<file path="config.mk">
export PLATFORM = sky130hd
export DESIGN_NAME = spike_rate_decoder
export DESIGN_NICKNAME = d
export VERILOG_FILES = /design/src/rtl/spike_rate_decoder.sv
export SDC_FILE = /design/constraint.sdc
export NUM_CORES = 1
export LEC_CHECK = 0
export CAP_MARGIN = 5
export CORE_ASPECT_RATIO = 1.1
export CORE_MARGIN = 1
export CORE_UTILIZATION = 52
export DETAILED_ROUTE_END_ITERATION = 12
export GPL_ROUTABILITY_DRIVEN = 0
export PLACE_DENSITY_LB_ADDON = 0.05
export SLEW_MARGIN = 30
export SYNTH_ARGS = -nofsm -noshare
export SYNTH_HDL_FRONTEND = slang
export SYNTH_SLANG_ARGS = --single-unit
</file>
<file path="constraint.sdc">
create_clock -name clk -period 1.9 [get_ports clk]
set_input_delay 0.38 -clock clk [delete_from_list [all_inputs] [get_ports clk]]
set_output_delay 0.38 -clock clk [all_outputs]
set_load 0.03 [all_outputs]
</file>
<file path="src/rtl/spike_rate_decoder.sv">
// Spike-train decoder: windowed spike count (rate) with a valid/ready handshake,
// plus the inter-spike interval measured in enabled clock cycles.
module spike_rate_decoder #(
  parameter int WINDOW_CYCLES = 64,
  parameter int RATE_WIDTH    = 8,
  parameter int ISI_WIDTH     = 8
) (
  input  logic                  clk,
  input  logic                  reset,
  input  logic                  enable,
  input  logic                  spike,
  output logic [RATE_WIDTH-1:0] rate,
  output logic                  rate_valid,
  input  logic                  rate_ready,
  output logic                  overrun,
  output logic [ISI_WIDTH-1:0]  isi,
  output logic                  isi_valid
);

  localparam int WIN_W = $clog2(WINDOW_CYCLES);
  localparam logic [WIN_W-1:0] WIN_LAST = WIN_W'(WINDOW_CYCLES - 1);

  logic [WIN_W-1:0]      win_cnt;
  logic [RATE_WIDTH-1:0] spk_cnt;
  logic [RATE_WIDTH-1:0] spk_cnt_next;
  logic                  win_close;
  logic                  xfer;
  logic [ISI_WIDTH-1:0]  isi_cnt;
  logic [ISI_WIDTH-1:0]  isi_cnt_inc;
  logic                  seen;

  always_comb begin
    win_close    = enable && (win_cnt == WIN_LAST);
    xfer         = rate_valid && rate_ready;
    spk_cnt_next = spk_cnt;
    // The closing cycle's spike belongs to the closing window.
    if (enable && spike && (spk_cnt != '1))
      spk_cnt_next = spk_cnt + 1'b1;
    isi_cnt_inc = (isi_cnt == '1) ? isi_cnt : isi_cnt + 1'b1;
  end

  always_ff @(posedge clk) begin
    if (reset) begin
      win_cnt <= '0;
      spk_cnt <= '0;
    end else if (enable) begin
      if (win_close) begin
        win_cnt <= '0;
        spk_cnt <= '0;
      end else begin
        win_cnt <= win_cnt + 1'b1;
        spk_cnt <= spk_cnt_next;
      end
    end
  end

  // A close during a transfer reloads rate and keeps rate_valid high; that is
  // not an overrun, only a close with an unaccepted value is.
  always_ff @(posedge clk) begin
    if (reset) begin
      rate       <= '0;
      rate_valid <= 1'b0;
      overrun    <= 1'b0;
    end else if (win_close) begin
      rate       <= spk_cnt_next;
      rate_valid <= 1'b1;
      if (rate_valid && !rate_ready)
        overrun <= 1'b1;
    end else if (xfer) begin
      rate_valid <= 1'b0;
    end
  end

  always_ff @(posedge clk) begin
    if (reset) begin
      isi_cnt   <= '0;
      isi       <= '0;
      isi_valid <= 1'b0;
      seen      <= 1'b0;
    end else begin
      isi_valid <= 1'b0;
      if (enable) begin
        if (spike) begin
          if (seen) begin
            isi       <= isi_cnt_inc;
            isi_valid <= 1'b1;
          end
          isi_cnt <= '0;
          seen    <= 1'b1;
        end else begin
          isi_cnt <= isi_cnt_inc;
        end
      end
    end
  end

endmodule

</file>
==> results.json, run 1 <==
{
  "cap_violations": 0,
  "fin_worst_skew_ns": 0.01081,
  "r2r_setup_slack_ns": 0.19,
  "critPathBufInv": 1,
  "post_cts_resized": 0,
  "syn_area_sq_um": 1869,
  "track_usage_pct": 22.95,
  "antenna_left": 0,
  "outcome": "finished clean",
  "antenna_found_initial": 0,
  "synth_top_area_share_pct": 44.98,
  "hold_path_depth": 2,
  "crit_path_start": "rate[0]$_SDFFE_PP0P_",
  "hold_start": "isi[4]$_SDFFE_PP0P_",
  "critical-path-slowest-cell": "clkdlybuf4s50_1",
  "fmaxAchievable_mhz": 561.8,
  "arrival_ns": 1.40,
  "cts_root_buffer": "clkbuf_4",
  "synth.distinct_cells": 43,
  "dp_hpwl_um": 2963,
  "wl_per_cell_um": 13.65,
  "hold_buffers": 0,
  "r2r_start": "spk_cnt[0]$_SDFFE_PP0P_",
  "worstSetupPathType": "flop to output port",
  "grt_pass1_vias": 1511,
  "syn_nets": 214,
  "clock-sinks": 42,
  "path_cells": "clkdlybuf4s50_1",
  "fin_util_pct": 67.26,
  "postSynthCellCount": 206,
  "min_path_type": "flop to flop",
  "cp_top_family": "buffers and inverters",
  "intPower_mw": 1.086,
  "yosysSeqAreaShare_pct": 44.98,
  "die-area_sq_um": 3839,
  "clkSlewWorstSetupHoldPaths_ns": 0.13,
  "synthTopCellsByArea": "dfxtp_1, nor2_1, xor2_1",
  "wl_um": 3889,
  "finalPower_mw": 1.452,
  "worst_slew_pin_slew_ns": 0.3717,
  "end_kind": "output port",
  "core_area_sq_um": 3386,
  "num_rows": 22,
  "ioPinCount": 24,
  "timing.rr.end": "rate[6]$_SDFFE_PP0P_",
  "fp.dieW_um": 59.17,
  "grt_max_degree": 20,
  "wl_met2_um": 2129,
  "cts_max_path_buffers": 2,
  "cpPeakStageDelay_ns": 0.68,
  "clockPowerShare_pct": 30.5,
  "tritoncts": "done",
  "synth_area_leader_cell": "dfxtp_1",
  "die_y_um": 64.89,
  "final_cells": 285,
  "ys_ff_latch": 42,
  "drtPass1Iterations": 4,
  "hold_viol_final": 0,
  "crit_path_start_kind": "flop",
  "p_sw_mw": 0.3662,
  "path_max_fanout": 2,
  "fin_crit_sh_pct": 93.68,
  "syn_to_final_growth_pct": 21.82,
  "vias": 1623,
  "slew_violations": 0,
  "gr-total-overflow": 0,
  "met1_length_um": 1591,
  "drive_above_1_share_pct": 13.50,
  "crit_required_ns": 1.52,
  "ir_drop_v": 0.0004582,
  "finalInstanceArea_sq_um": 2277,
  "avgSynthCellArea_sq_um": 9.074,
  "cts_made_buffers": 5,
  "dpl_cell_area_sq_um": 2218,
  "route.detailed.drc": 0,
  "pwr-share-seq_pct": 62.4,
  "p_sw_share_pct": 25.22,
  "cts_max_level": 2,
  "post-route-min-period_ns": 1.780,
  "post-cts-setup-buffers": 0,
  "yosys_warnings": 0,
  "dp_cells": 277,
  "rsz0062_at_grt": "no",
  "viasPerCell": 5.695,
  "drt-initial-drc-count": 111,
  "worstSkewPairLatency_ns": 0.36,
  "synth_ff_type": "dfxtp_1",
  "portBuffers": 23,
  "wl_met3_um": 112,
  "synth_edf_count": 0,
  "p_comb_share_pct": 7.2,
  "r2r_cells": 5,
  "fill_cells": 292,
  "start_util_pct": 55.21,
  "highest_layer": "met4",
  "nets": 244,
  "worst_hold_path.endpoint": "isi[4]$_SDFFE_PP0P_",
  "cellPowerDensity_nw_per_um2": 637.5,
  "relSlewSlack_pct": 74.96,
  "grt_pass1_wl_um": 6568,
  "n_antenna_cell": 0,
  "setup_viol_count_final": 0,
  "p_leak_nw": 0.8325,
  "synth-async-reset-ratio_pct": 0
}
-- stage by stage --
stage | worst slack, ns | TNS [ns] | hold slack [ns]
after floorplan | 0.3205 | 0 | 0.4540
after global placement | -0.05672 | -0.07454 | 0.4449
after detailed placement | -0.1030 | -0.4830 | 0.4491
after CTS | 0.08849 | 0 | 0.4678
after global routing | 0.03999 | 0 | 0.4957
final | 0.1200 | 0 | 0.4610
-- cells in the mapped netlist, types with 5 or more instances --
library cell  instances
nand4_1               5
a21oi_1              10
dfxtp_1              42
nand2_1              11
and4_1                6
a211oi_1              8
o21ai_0               6
nand3_1               7
nor2_1               29
clkbuf_1              7
xor2_1                7
-- routing by layer --
metal | up-vias | GRT usage, %
met5 | - | 0
met4 | 0 | 10.71
met3 | 7 | 6.387
met2 | 28 | 41.05
met1 | 790 | 24.34
li1 | 798 | -
-- worst max-delay path by stage --
| stage | endpoint | cells past startpoint |
|---|---|---|
| after floorplan | isi_cnt[2]$_SDFFE_PP0P_ | 6 |
| after global placement | rate[5]$_SDFFE_PP0P_ | 5 |
| after detailed placement | rate[6]$_SDFFE_PP0P_ | 5 |
| after CTS | isi[2] | 1 |
| after global routing | isi[2] | 1 |
| final | rate[0] | 1 |
-- power groups by stage --
stage	Sequential [mW]	Combinational [mW]	Clock, mW
global route	0.908	0.115	0.501
CTS	0.906	0.105	0.460
detailed placement	0.925	0.104	0
floorplan	0.929	0.0592	0
global placement	0.924	0.0999	0
finish	0.906	0.104	0.442
-- cell usage in the layout (no fill, tap or decap), types with 3 or more instances in the layout --
cell | netlist | layout
clkbuf_4 | 0 | 5
xnor2_1 | 4 | 4
and3_1 | 4 | 4
mux2i_1 | 4 | 4
nor2_1 | 29 | 29
a21oi_1 | 10 | 10
nand2b_1 | 3 | 3
nor3b_1 | 4 | 4
and4_1 | 6 | 6
nand3_1 | 7 | 7
clkdlybuf4s50_1 | 0 | 23
a31oi_1 | 4 | 4
inv_1 | 3 | 3
o31ai_1 | 3 | 3
o21ai_0 | 6 | 6
a311oi_1 | 3 | 3
xor2_1 | 7 | 7
a211oi_1 | 8 | 8
dfxtp_1 | 42 | 42
nand2_1 | 11 | 11
ha_1 | 3 | 3
nand4_1 | 5 | 5
nand3b_1 | 3 | 3
buf_4 | 4 | 12
-- cell families after synthesis --
kind of cell               count (synthesis)  synth area share (%)
xor gates and xnor gates                  11                 5.154
buffers and inverters                     17                 4.418
AOI/OAI and AO/OA                         46                 17.47
muxes                                      4                 2.142
adders and majority gates                  3                 2.008
DFF                                       42                 44.98
and+or+nand+nor                           83                 23.83
-- layout make-up --
type	instances	area, sq um	share of cell area, %
Multi-Input combinational cell	147	945.9	41.54
Sequential cell	42	840.8	36.92
Timing Repair Buffer	37	360.3	15.82
Tap cell	48	60.06	2.637
Clock buffer	5	37.54	1.648
Clock inverter	3	21.27	0.9341
Inverter	3	11.26	0.4945
-- state kept, by name (all words and copies together), names as in the netlist, 6 cells and up --
name and flops:
rate 8, spk_cnt 8, win_cnt 6, isi 8
isi_cnt 8
(Power assumes the default switching activity.)
==> run 2: changes to the inputs <==
--- a/config.mk
+++ b/config.mk
@@ -9,6 +9,7 @@
 export CORE_ASPECT_RATIO = 1.1
 export CORE_MARGIN = 1
 export CORE_UTILIZATION = 52
+export CTS_CLUSTER_SIZE = 24
 export DETAILED_ROUTE_END_ITERATION = 12
 export GPL_ROUTABILITY_DRIVEN = 0
 export PLACE_DENSITY_LB_ADDON = 0.05
==> results of run 2 <==
Final layout, timing and power as in run 1 (identical DEF).
